[src/rtl/special_reg_bank_if.sv]
// Decode/writeback-side bundle for the special register bank: write strobes and data in,
// register contents and return-stack status out.
interface special_reg_bank_if #(
  parameter int WIDTH    = 16,
  parameter int RA_DEPTH = 4,
  parameter int CW       = $clog2(RA_DEPTH + 1)
) ();
  logic             write_hi;
  logic             write_lo;
  logic             write_at;
  logic [WIDTH-1:0] hi_i;
  logic [WIDTH-1:0] lo_i;
  logic [WIDTH-1:0] at_i;
  logic             ra_push;
  logic             ra_pop;
  logic             ra_write;
  logic [WIDTH-1:0] ra_i;
  logic             clear_flags;
  logic [WIDTH-1:0] hi_o;
  logic [WIDTH-1:0] lo_o;
  logic [WIDTH-1:0] at_o;
  logic [WIDTH-1:0] ra_o;
  logic [CW-1:0]    ra_count;
  logic             ra_empty;
  logic             ra_full;
  logic             ra_overflow;
  logic             ra_underflow;

  modport master (
    output write_hi, write_lo, write_at, hi_i, lo_i, at_i,
    output ra_push, ra_pop, ra_write, ra_i, clear_flags,
    input  hi_o, lo_o, at_o, ra_o, ra_count, ra_empty, ra_full, ra_overflow, ra_underflow
  );

  modport slave (
    input  write_hi, write_lo, write_at, hi_i, lo_i, at_i,
    input  ra_push, ra_pop, ra_write, ra_i, clear_flags,
    output hi_o, lo_o, at_o, ra_o, ra_count, ra_empty, ra_full, ra_overflow, ra_underflow
  );
endinterface

[src/rtl/special_reg_bank.sv]
// HI/LO/AT registers plus a circular hardware return-address stack with sticky
// overflow/underflow flags. All state is registered; outputs derive from state only.
module special_reg_bank #(
  parameter int WIDTH    = 16,
  parameter int RA_DEPTH = 4
) (
  input  logic            clk,
  input  logic            reset,
  special_reg_bank_if.slave bus
);
  localparam int CW = $clog2(RA_DEPTH + 1);
  localparam int PW = $clog2(RA_DEPTH);
  localparam logic [CW-1:0] FULL_CNT = CW'(RA_DEPTH);

  logic [WIDTH-1:0] r_hi;
  logic [WIDTH-1:0] r_lo;
  logic [WIDTH-1:0] r_at;
  logic [WIDTH-1:0] r_mem [RA_DEPTH];
  logic [PW-1:0]    r_tp;
  logic [CW-1:0]    r_count;
  logic             r_ovf;
  logic             r_unf;

  logic             w_empty;
  logic             w_full;
  logic [PW-1:0]    w_tp_inc;
  logic [PW-1:0]    w_tp_dec;
  logic [PW-1:0]    w_tp_nxt;
  logic [CW-1:0]    w_count_nxt;
  logic             w_mem_we;
  logic [PW-1:0]    w_mem_addr;
  logic             w_ovf_set;
  logic             w_unf_set;

  assign w_empty  = (r_count == {CW{1'b0}});
  assign w_full   = (r_count == FULL_CNT);
  assign w_tp_inc = r_tp + PW'(1);
  assign w_tp_dec = r_tp - PW'(1);

  // Resolve the single stack action for this cycle (push+pop > push > pop > write).
  always_comb begin
    w_tp_nxt    = r_tp;
    w_count_nxt = r_count;
    w_mem_we    = 1'b0;
    w_mem_addr  = r_tp;
    w_ovf_set   = 1'b0;
    w_unf_set   = 1'b0;
    if (bus.ra_push && bus.ra_pop) begin
      w_mem_we = 1'b1;
      if (w_empty) begin
        w_tp_nxt    = w_tp_inc;
        w_mem_addr  = w_tp_inc;
        w_count_nxt = CW'(1);
      end else begin
        w_mem_addr  = r_tp;
      end
    end else if (bus.ra_push) begin
      // A push while full wraps onto the oldest entry; the count saturates.
      w_mem_we   = 1'b1;
      w_mem_addr = w_tp_inc;
      w_tp_nxt   = w_tp_inc;
      if (w_full) begin
        w_ovf_set = 1'b1;
      end else begin
        w_count_nxt = r_count + CW'(1);
      end
    end else if (bus.ra_pop) begin
      if (w_empty) begin
        w_unf_set = 1'b1;
      end else begin
        w_tp_nxt    = w_tp_dec;
        w_count_nxt = r_count - CW'(1);
      end
    end else if (bus.ra_write) begin
      w_mem_we = 1'b1;
      if (w_empty) begin
        w_tp_nxt    = w_tp_inc;
        w_mem_addr  = w_tp_inc;
        w_count_nxt = CW'(1);
      end else begin
        w_mem_addr  = r_tp;
      end
    end else begin
      w_mem_we = 1'b0;
    end
  end

  // HI/LO/AT registers with independent enables.
  always_ff @(posedge clk) begin
    if (reset) begin
      r_hi <= {WIDTH{1'b0}};
      r_lo <= {WIDTH{1'b0}};
      r_at <= {WIDTH{1'b0}};
    end else begin
      if (bus.write_hi) r_hi <= bus.hi_i;
      if (bus.write_lo) r_lo <= bus.lo_i;
      if (bus.write_at) r_at <= bus.at_i;
    end
  end

  // Return-stack storage, pointer, occupancy and sticky flags (a new error beats clear).
  always_ff @(posedge clk) begin
    if (reset) begin
      for (int i = 0; i < RA_DEPTH; i++) r_mem[i] <= {WIDTH{1'b0}};
      r_tp    <= {PW{1'b0}};
      r_count <= {CW{1'b0}};
      r_ovf   <= 1'b0;
      r_unf   <= 1'b0;
    end else begin
      if (w_mem_we) r_mem[w_mem_addr] <= bus.ra_i;
      r_tp    <= w_tp_nxt;
      r_count <= w_count_nxt;
      r_ovf   <= w_ovf_set | (r_ovf & ~bus.clear_flags);
      r_unf   <= w_unf_set | (r_unf & ~bus.clear_flags);
    end
  end

  assign bus.hi_o         = r_hi;
  assign bus.lo_o         = r_lo;
  assign bus.at_o         = r_at;
  assign bus.ra_o         = w_empty ? {WIDTH{1'b0}} : r_mem[r_tp];
  assign bus.ra_count     = r_count;
  assign bus.ra_empty     = w_empty;
  assign bus.ra_full      = w_full;
  assign bus.ra_overflow  = r_ovf;
  assign bus.ra_underflow = r_unf;
endmodule
[src/flat_wrapper.sv]
// flat-port wrapper written by rule: the top's interface ports become plain ports
module special_reg_bank_flat 
#(
  parameter int WIDTH    = 16,
  parameter int RA_DEPTH = 4
)
  (clk, reset, bus_write_hi, bus_write_lo, bus_write_at, bus_hi_i, bus_lo_i, bus_at_i, bus_ra_push, bus_ra_pop, bus_ra_write, bus_ra_i, bus_clear_flags, bus_hi_o, bus_lo_o, bus_at_o, bus_ra_o, bus_ra_count, bus_ra_empty, bus_ra_full, bus_ra_overflow, bus_ra_underflow);
  special_reg_bank_if #(.WIDTH(WIDTH), .RA_DEPTH(RA_DEPTH)) bus_i ();
  input  logic clk;
  input  logic reset;
  input wire logic [$bits(bus_i.write_hi)-1:0] bus_write_hi;
  input wire logic [$bits(bus_i.write_lo)-1:0] bus_write_lo;
  input wire logic [$bits(bus_i.write_at)-1:0] bus_write_at;
  input wire logic [$bits(bus_i.hi_i)-1:0] bus_hi_i;
  input wire logic [$bits(bus_i.lo_i)-1:0] bus_lo_i;
  input wire logic [$bits(bus_i.at_i)-1:0] bus_at_i;
  input wire logic [$bits(bus_i.ra_push)-1:0] bus_ra_push;
  input wire logic [$bits(bus_i.ra_pop)-1:0] bus_ra_pop;
  input wire logic [$bits(bus_i.ra_write)-1:0] bus_ra_write;
  input wire logic [$bits(bus_i.ra_i)-1:0] bus_ra_i;
  input wire logic [$bits(bus_i.clear_flags)-1:0] bus_clear_flags;
  output wire logic [$bits(bus_i.hi_o)-1:0] bus_hi_o;
  output wire logic [$bits(bus_i.lo_o)-1:0] bus_lo_o;
  output wire logic [$bits(bus_i.at_o)-1:0] bus_at_o;
  output wire logic [$bits(bus_i.ra_o)-1:0] bus_ra_o;
  output wire logic [$bits(bus_i.ra_count)-1:0] bus_ra_count;
  output wire logic [$bits(bus_i.ra_empty)-1:0] bus_ra_empty;
  output wire logic [$bits(bus_i.ra_full)-1:0] bus_ra_full;
  output wire logic [$bits(bus_i.ra_overflow)-1:0] bus_ra_overflow;
  output wire logic [$bits(bus_i.ra_underflow)-1:0] bus_ra_underflow;
  assign bus_i.write_hi = bus_write_hi;
  assign bus_i.write_lo = bus_write_lo;
  assign bus_i.write_at = bus_write_at;
  assign bus_i.hi_i = bus_hi_i;
  assign bus_i.lo_i = bus_lo_i;
  assign bus_i.at_i = bus_at_i;
  assign bus_i.ra_push = bus_ra_push;
  assign bus_i.ra_pop = bus_ra_pop;
  assign bus_i.ra_write = bus_ra_write;
  assign bus_i.ra_i = bus_ra_i;
  assign bus_i.clear_flags = bus_clear_flags;
  assign bus_hi_o = bus_i.hi_o;
  assign bus_lo_o = bus_i.lo_o;
  assign bus_at_o = bus_i.at_o;
  assign bus_ra_o = bus_i.ra_o;
  assign bus_ra_count = bus_i.ra_count;
  assign bus_ra_empty = bus_i.ra_empty;
  assign bus_ra_full = bus_i.ra_full;
  assign bus_ra_overflow = bus_i.ra_overflow;
  assign bus_ra_underflow = bus_i.ra_underflow;
  special_reg_bank #(.WIDTH(WIDTH), .RA_DEPTH(RA_DEPTH)) u_core (.clk(clk), .reset(reset), .bus(bus_i));
endmodule
[config.mk]
export PLATFORM = sky130hd
export DESIGN_NAME = special_reg_bank_flat
export DESIGN_NICKNAME = d
export VERILOG_FILES = /design/src/rtl/special_reg_bank_if.sv /design/src/rtl/special_reg_bank.sv /design/src/flat_wrapper.sv
export SDC_FILE = /design/constraint.sdc
export NUM_CORES = 1
export LEC_CHECK = 0
export CORE_MARGIN = 10
export CORE_UTILIZATION = 49
export DETAILED_ROUTE_END_ITERATION = 12
export PLACE_DENSITY = 0.81
export SLEW_MARGIN = 20
export SYNTH_ARGS = -nofsm -noshare
export SYNTH_HDL_FRONTEND = slang
export SYNTH_SLANG_ARGS = --single-unit
[constraint.sdc]
create_clock -name clk -period 3.95 [get_ports clk]
set_input_delay 0.395 -clock clk [delete_from_list [all_inputs] [get_ports clk]]
set_output_delay 0.395 -clock clk [all_outputs]
set_load 0.1 [all_outputs]
==> results of run 1 <==
cell usage after synthesis, drive strengths merged (2+ instances only):
| cell | number | share of area (%) |
|---|---|---|
| nand2b | 2 | 0.23 |
| inv | 25 | 1.7 |
| edfxtp | 64 | 35 |
| a21boi | 17 | 2.3 |
| clkbuf | 20 | 1.4 |
| mux4 | 16 | 6.6 |
| nor4 | 2 | 0.23 |
| mux2i | 49 | 9.0 |
| dfxtp | 57 | 21 |
| nor3 | 6 | 0.64 |
| nor3b | 2 | 0.37 |
| nor2 | 51 | 3.5 |
| or3 | 2 | 0.23 |
| o2bb2ai | 2 | 0.44 |
| buf | 12 | 1.6 |
| o31ai | 2 | 0.27 |
| a2111oi | 17 | 4.7 |
| nand2 | 4 | 0.27 |
| o21ai | 5 | 0.53 |
| a21oi | 5 | 0.46 |
| or2b | 2 | 0.37 |
| nand3 | 3 | 0.27 |
| and2 | 50 | 5.7 |
| ha | 3 | 0.69 |
layer usage:
layer	up-vias	track usage (%)
met2	159	28.27
met3	8	11.32
met4	0	4.946
met5	-	0
met1	1868	19.10
li1	1844	-
cells by family after synthesis:
logic type               after synthesis  synth area share (%)
buffers and inverters                 57                 4.695
multiplexers                          65                 15.57
AO/OA/AOI/OAI                         57                 10.35
adder cells (fa/ha/maj)                3                0.6872
flip-flops                           121                 56.07
AND/OR/NAND/NOR                      130                 12.62
flip-flops by register name (all words and copies together) (netlist names), named ones only:
register,count
u_core.bus.ra_count,3
u_core.bus.at_o,16
u_core.bus.ra_underflow,1
u_core.r_mem,64
u_core.bus.lo_o,16
u_core.r_tp,2
u_core.bus.ra_overflow,1
u_core.bus.hi_o,16
stage by stage:
stage	util [%]	setup WS (ps)	area (um^2)
4_1_cts	69.17	971.1	7531
6_report	69.17	1005	7531
3_3_place_gp	63.73	1081	6939
2_1_floorplan	-	105.5	5468
3_5_place_dp	63.73	976.0	6939
5_1_grt	69.17	847.2	7531
power groups by stage:
| stage | sequential (mW) | clock [mW] | combinational, mW |
|---|---|---|---|
| final | 1.74 | 1.52 | 2.17 |
| after global routing | 1.77 | 1.60 | 2.29 |
| after CTS | 1.74 | 1.54 | 2.19 |
| after detailed placement | 1.76 | 0 | 2.18 |
| after global placement | 1.75 | 0 | 2.15 |
| after floorplan | 1.99 | 0 | 1.43 |
final cells by class:
| class | instances | area (um^2) | share of cell area (%) |
|---|---|---|---|
| clock inverter | 15 | 177.7 | 2.359 |
| tap | 140 | 175.2 | 2.326 |
| sequential | 121 | 3063 | 40.67 |
| clock buffer | 17 | 414.1 | 5.499 |
| timing repair buffer | 153 | 1459 | 19.37 |
| multi-input combinational | 255 | 2148 | 28.53 |
| inverter | 25 | 93.84 | 1.246 |
critical path, stage by stage, from the launching register on:
cell and delay [ps]:
dfxtp_1 320, inv_1 120, ha_1 250, nand2_1 100, inv_1 100, clkdlybuf4s50_1 1140
path summary, 6_finish.rpt:
check / startpoint / endpoint / slack, ps / cells past startpoint
min: u_core.bus.lo_o[13]$_SDFFE_PP0P_ / u_core.bus.lo_o[13]$_SDFFE_PP0P_ / 490 / 2
min reg2reg: u_core.bus.lo_o[13]$_SDFFE_PP0P_ / u_core.bus.lo_o[13]$_SDFFE_PP0P_ / 490 / 2
max: u_core.bus.ra_count[0]$_SDFFE_PP0P_ / bus_ra_full / 1010 / 5
max reg2reg: u_core.bus.ra_count[0]$_SDFFE_PP0P_ / u_core.r_mem[1][8]$_SDFFCE_PN0P_ / 1290 / 7
==> impl_metrics.py, run 1 <==
metrics = {
    "timing": {
        "hold_violations": 0,
        "relSlewSlack_pct": 30.10,
        "hold_ws_ps": 494.4,
        "min_period_over_period_pct": 74.56,
        "worst_slew_pin_slew_ps": 1045,
        "finalSetupViolCount": 0,
        "grt_setup_unrepaired": "false",
        "skew_ps": 11.26,
        "fmax_ghz": 0.3396,
        "finalMaxSlewViolations": 0,
        "setup_tns_ps": 0,
        "min_period_ps": 2945,
    },
    "placed_design": {
        "place_inst": 694,
        "detailed_place_hpwl_um": 9932,
        "io_buffers": 143,
        "gp_congestion": 0.7843,
    },
    "cells_and_area": {
        "insertedDiodeCount": 0,
        "final_common_cell": "clkdlybuf4s50_1",
        "synthToLayoutAreaGrowth_pct": 37.86,
        "final_cell_mix": "125 x clkdlybuf4s50_1, 64 x edfxtp_1, 57 x dfxtp_1",
        "fin_nets": 649,
        "drive_gt1_share_pct": 16.72,
        "fillers": 764,
        "layout.cells.non_filler": 726,
    },
    "run": {
        "maxCapViolCount": 0,
    },
    "floorplan": {
        "dieWidth_um": 125.6,
        "core_region_area_mm2": 0.01089,
        "start_util_pct": 50.17,
        "fp.dieH_um": 125.6,
        "ios": 144,
        "core.rowCount": 38,
        "dieArea_mm2": 0.01577,
    },
    "clocking": {
        "cts_root_buf": "clkbuf_8",
        "path_clk_slew_ps": 60,
        "clk_path_buf_depth": 2,
        "cts_sinks": 121,
        "cts_tree": "done",
        "numCtsBuffers": 17,
        "ctsHoldBuffers": 0,
        "post_cts_buffers": 0,
        "htree_levels": 4,
        "worstSkewPairLatency_ps": 510,
        "cts_repair_resize_count": 0,
    },
    "worst_setup_path": {
        "crit_fanout": 6,
        "crit_path_end_kind": "primary output",
        "cp.arrival_ps": 2550,
        "crit_type": "reg -> out",
        "crit_required_ps": 3560,
        "crit_path_start_kind": "flop",
    },
    "power_and_ir_drop": {
        "p_int_mw": 3.205,
        "switching_power_mw": 2.223,
        "p_per_area_mw_per_mm2": 720.7,
        "power_frac_clock_pct": 28.0,
        "max-vdd-ir-drop_uv": 503.7,
        "p_leak_nw": 2.964,
        "power_frac_comb_pct": 40.0,
        "pwr-share-seq_pct": 32.0,
        "total_power_mw": 5.428,
        "sw_frac_of_total_pct": 40.96,
    },
    "worst_hold_path": {
        "hold_path_class": "reg -> reg",
    },
    "synth": {
        "syn_area_mm2": 0.005463,
        "syn_area_per_cell_um2": 12.62,
        "synth.distinct_cells": 52,
        "synth_ff_type": "edfxtp_1",
        "synth_fp_nets": 509,
        "ys_seq_area_share_pct": 56.07,
        "syn_inst": 433,
        "synth_seq_cells": 121,
        "synth_edf_count": 64,
        "synth-warning-count": 0,
        "async_reset_ff_share_pct": 0,
    },
    "grt": {
        "grt_pass1_vias": 4167,
        "grt_pass1_wl_um": 22400,
        "grt_antenna_before_repair": 0,
        "grt-ovfl-total": 0,
        "globalRouteTotalUtil_pct": 17.72,
        "grt_start_max_net_pins": 52,
    },
    "route": {
        "dr_total_vias": 3879,
        "wl_met1_um": 5349,
        "routedWlPerCell_um": 19.24,
        "dr.pass1.iters": 4,
        "wl_met2_um": 6616,
        "first_iter_violations": 194,
        "routed_wl_um": 13970,
        "drc": 0,
        "postRouteAntennaNets": 0,
        "wl_met3_um": 1916,
        "highest_layer": "met4",
        "via_per_inst": 5.343,
    },
    "status": {
        "status": "completed",
    },
}
Note: power is estimated with default switching activity, not from simulation.
==> inputs of run 2 (changes only) <==
==> constraint.sdc (replaced) <==
create_clock -name clk -period 2.79 [get_ports clk]
set_input_delay 0.279 -clock clk [delete_from_list [all_inputs] [get_ports clk]]
set_output_delay 0.279 -clock clk [all_outputs]
set_load 0.1 [all_outputs]
==> run 2 against run 1 <==
Compared with the run above:
- critical path depth increased by 1
- flip-flop and latch count unchanged
- combinational power is 59% higher
- non-clock buffer count is 6 higher
- global-route usage is 0.16 points lower
- hold slack lost 240 ps
- critical endpoint is now u_core.r_mem[3][12]$_DFFE_PP_
- largest cell class unchanged
==> impl_metrics.py, run 2 (same netlist as run 1, synthesis figures left out) <==
metrics = {
    "timing": {
        "min_period_ps": 2553,
        "finalMaxSlewViolations": 0,
        "relSlewSlack_pct": 32.25,
        "setup_ws_ps": 237.0,
        "hold_violations": 0,
        "finalSetupViolCount": 0,
        "setup_tns_ps": 0,
        "skew_ps": 12.57,
        "fmax_ghz": 0.3917,
        "grt_setup_unrepaired": "false",
        "min_period_over_period_pct": 91.51,
        "worst_slew_pin_slew_ps": 1016,
    },
    "cells_and_area": {
        "final_util_pct": 71.13,
        "postLayoutCellArea_mm2": 0.007745,
        "largest_reg_flops": 64,
        "fin_nets": 655,
        "synthToLayoutAreaGrowth_pct": 41.78,
        "top_register": "u_core.r_mem",
        "final_cell_mix": "71 x clkdlybuf4s50_1, 70 x buf_4, 64 x edfxtp_1",
        "drive_gt1_share_pct": 27.36,
        "final_common_cell": "clkdlybuf4s50_1",
        "insertedDiodeCount": 0,
    },
    "clocking": {
        "ctsHoldBuffers": 0,
        "cts_tree": "done",
        "post_cts_buffers": 0,
        "cts_root_buf": "clkbuf_8",
        "path_clk_slew_ps": 60,
        "htree_levels": 4,
        "clk_path_buf_depth": 2,
        "numCtsBuffers": 17,
        "cts_repair_resize_count": 0,
        "cts_sinks": 121,
        "worstSkewPairLatency_ps": 500,
    },
    "grt": {
        "grt-ovfl-total": 0,
        "grt_pass1_vias": 4312,
        "grt_antenna_before_repair": 1,
        "grt_pass1_wl_um": 22320,
        "globalRouteTotalUtil_pct": 17.55,
        "grt_start_max_net_pins": 70,
    },
    "placed_design": {
        "detailed_place_hpwl_um": 9902,
        "place_area_mm2": 0.007082,
        "gp_congestion": 0.8042,
        "dp_slack_ps": 224.3,
        "io_buffers": 143,
    },
    "worst_setup_path": {
        "cp_slowest_stage_delay_ps": 780,
        "r2r_setup_slack_ps": 240,
        "cp.arrival_ps": 2670,
        "crit_fanout": 24,
        "cpMaxStageDelayCell": "o21ai_2",
        "path_buf_inv": 1,
        "crit_path_start_kind": "flop",
        "crit_path_end_kind": "flop",
        "crit_required_ps": 2910,
        "crit_path_cell_trace": "inv_1 -> ha_1 -> or2b_4 -> o21ai_1 -> o2bb2ai_2 -> o21ai_2",
        "crit_type": "reg -> reg",
        "critPathTopFamily": "compound AO/OA/AOI/OAI gates",
    },
    "floorplan": {
        "start_util_pct": 50.17,
        "dieWidth_um": 125.6,
        "ios": 144,
        "fp.dieH_um": 125.6,
        "core_region_area_mm2": 0.01089,
        "dieArea_mm2": 0.01577,
        "core.rowCount": 38,
    },
    "route": {
        "dr.pass1.iters": 4,
        "routedWlPerCell_um": 19.03,
        "first_iter_violations": 182,
        "routed_wl_um": 13930,
        "dr_total_vias": 3921,
        "drc": 0,
        "via_per_inst": 5.357,
        "postRouteAntennaNets": 0,
    },
    "power_and_ir_drop": {
        "p_per_area_mw_per_mm2": 1072,
        "total_power_mw": 8.305,
        "p_leak_nw": 3.186,
        "max-vdd-ir-drop_uv": 756.5,
    },
    "worst_hold_path": {
        "hold_path_class": "in -> reg",
    },
    "run": {
        "maxCapViolCount": 0,
    },
    "status": {
        "status": "completed",
    },
}
[run 2: cell types whose count changed in the layout (fill, tap and decap cells not counted), sizes merged]
cell,previous run,this run
clkinvlp,4,1
clkinv,7,6
clkdlybuf4s50,125,71
inv,26,27
buf,28,88
bufinv,3,6
[run 2: worst reg2reg max path, stage by stage, from the launching register on]
cell,delay [ps]
dfxtp_4,340
inv_1,110
ha_1,260
or2b_4,400
o21ai_1,180
o2bb2ai_2,100
o21ai_2,780
[run 2: final timing paths]
check	startpoint	to	cells past startpoint
setup / recovery	u_core.bus.ra_count[0]$_SDFFE_PP0P_	u_core.r_mem[3][12]$_DFFE_PP_	6
hold / removal	reset	u_core.bus.ra_count[2]$_SDFFE_PP0P_	3
setup reg to reg	u_core.bus.ra_count[0]$_SDFFE_PP0P_	u_core.r_mem[3][12]$_DFFE_PP_	6
hold reg to reg	u_core.bus.ra_count[1]$_SDFFE_PP0P_	u_core.bus.ra_count[1]$_SDFFE_PP0P_	2
[run 2: metrics by stage]
| step | hold WS [ps] | instances |
|---|---|---|
| floorplan | 426.2 | 433 |
| global placement | 464.5 | 700 |
| detailed placement | 485.8 | 700 |
| CTS | 224.0 | 732 |
| global route | 248.5 | 732 |
| finish | 256.8 | 732 |
[run 2: area by class of cell]
type                    instances  area, um^2
multi-input cells             255        2163
fillers                       710        3143
flip-flops and latches        121        3069
clock buffers                  17       414.1
clock inverters                15       247.7
well taps                     140       175.2
inverters                      25       93.84
repair buffers                159        1582
[run 2: power by group]
group,total [mW],leakage [nW],internal (mW),switching (mW)
clock network,2.43,0.318,1.64,0.791
registers,2.43,1.15,2.28,0.150
logic,3.44,1.72,1.17,2.27
[run 2: routing by layer]
layer  GRT usage (%)  wire length (um)
met4           6.775                89
met2           28.48              6732
met1           18.13              5294
met5               0                 0
met3           10.69              1814
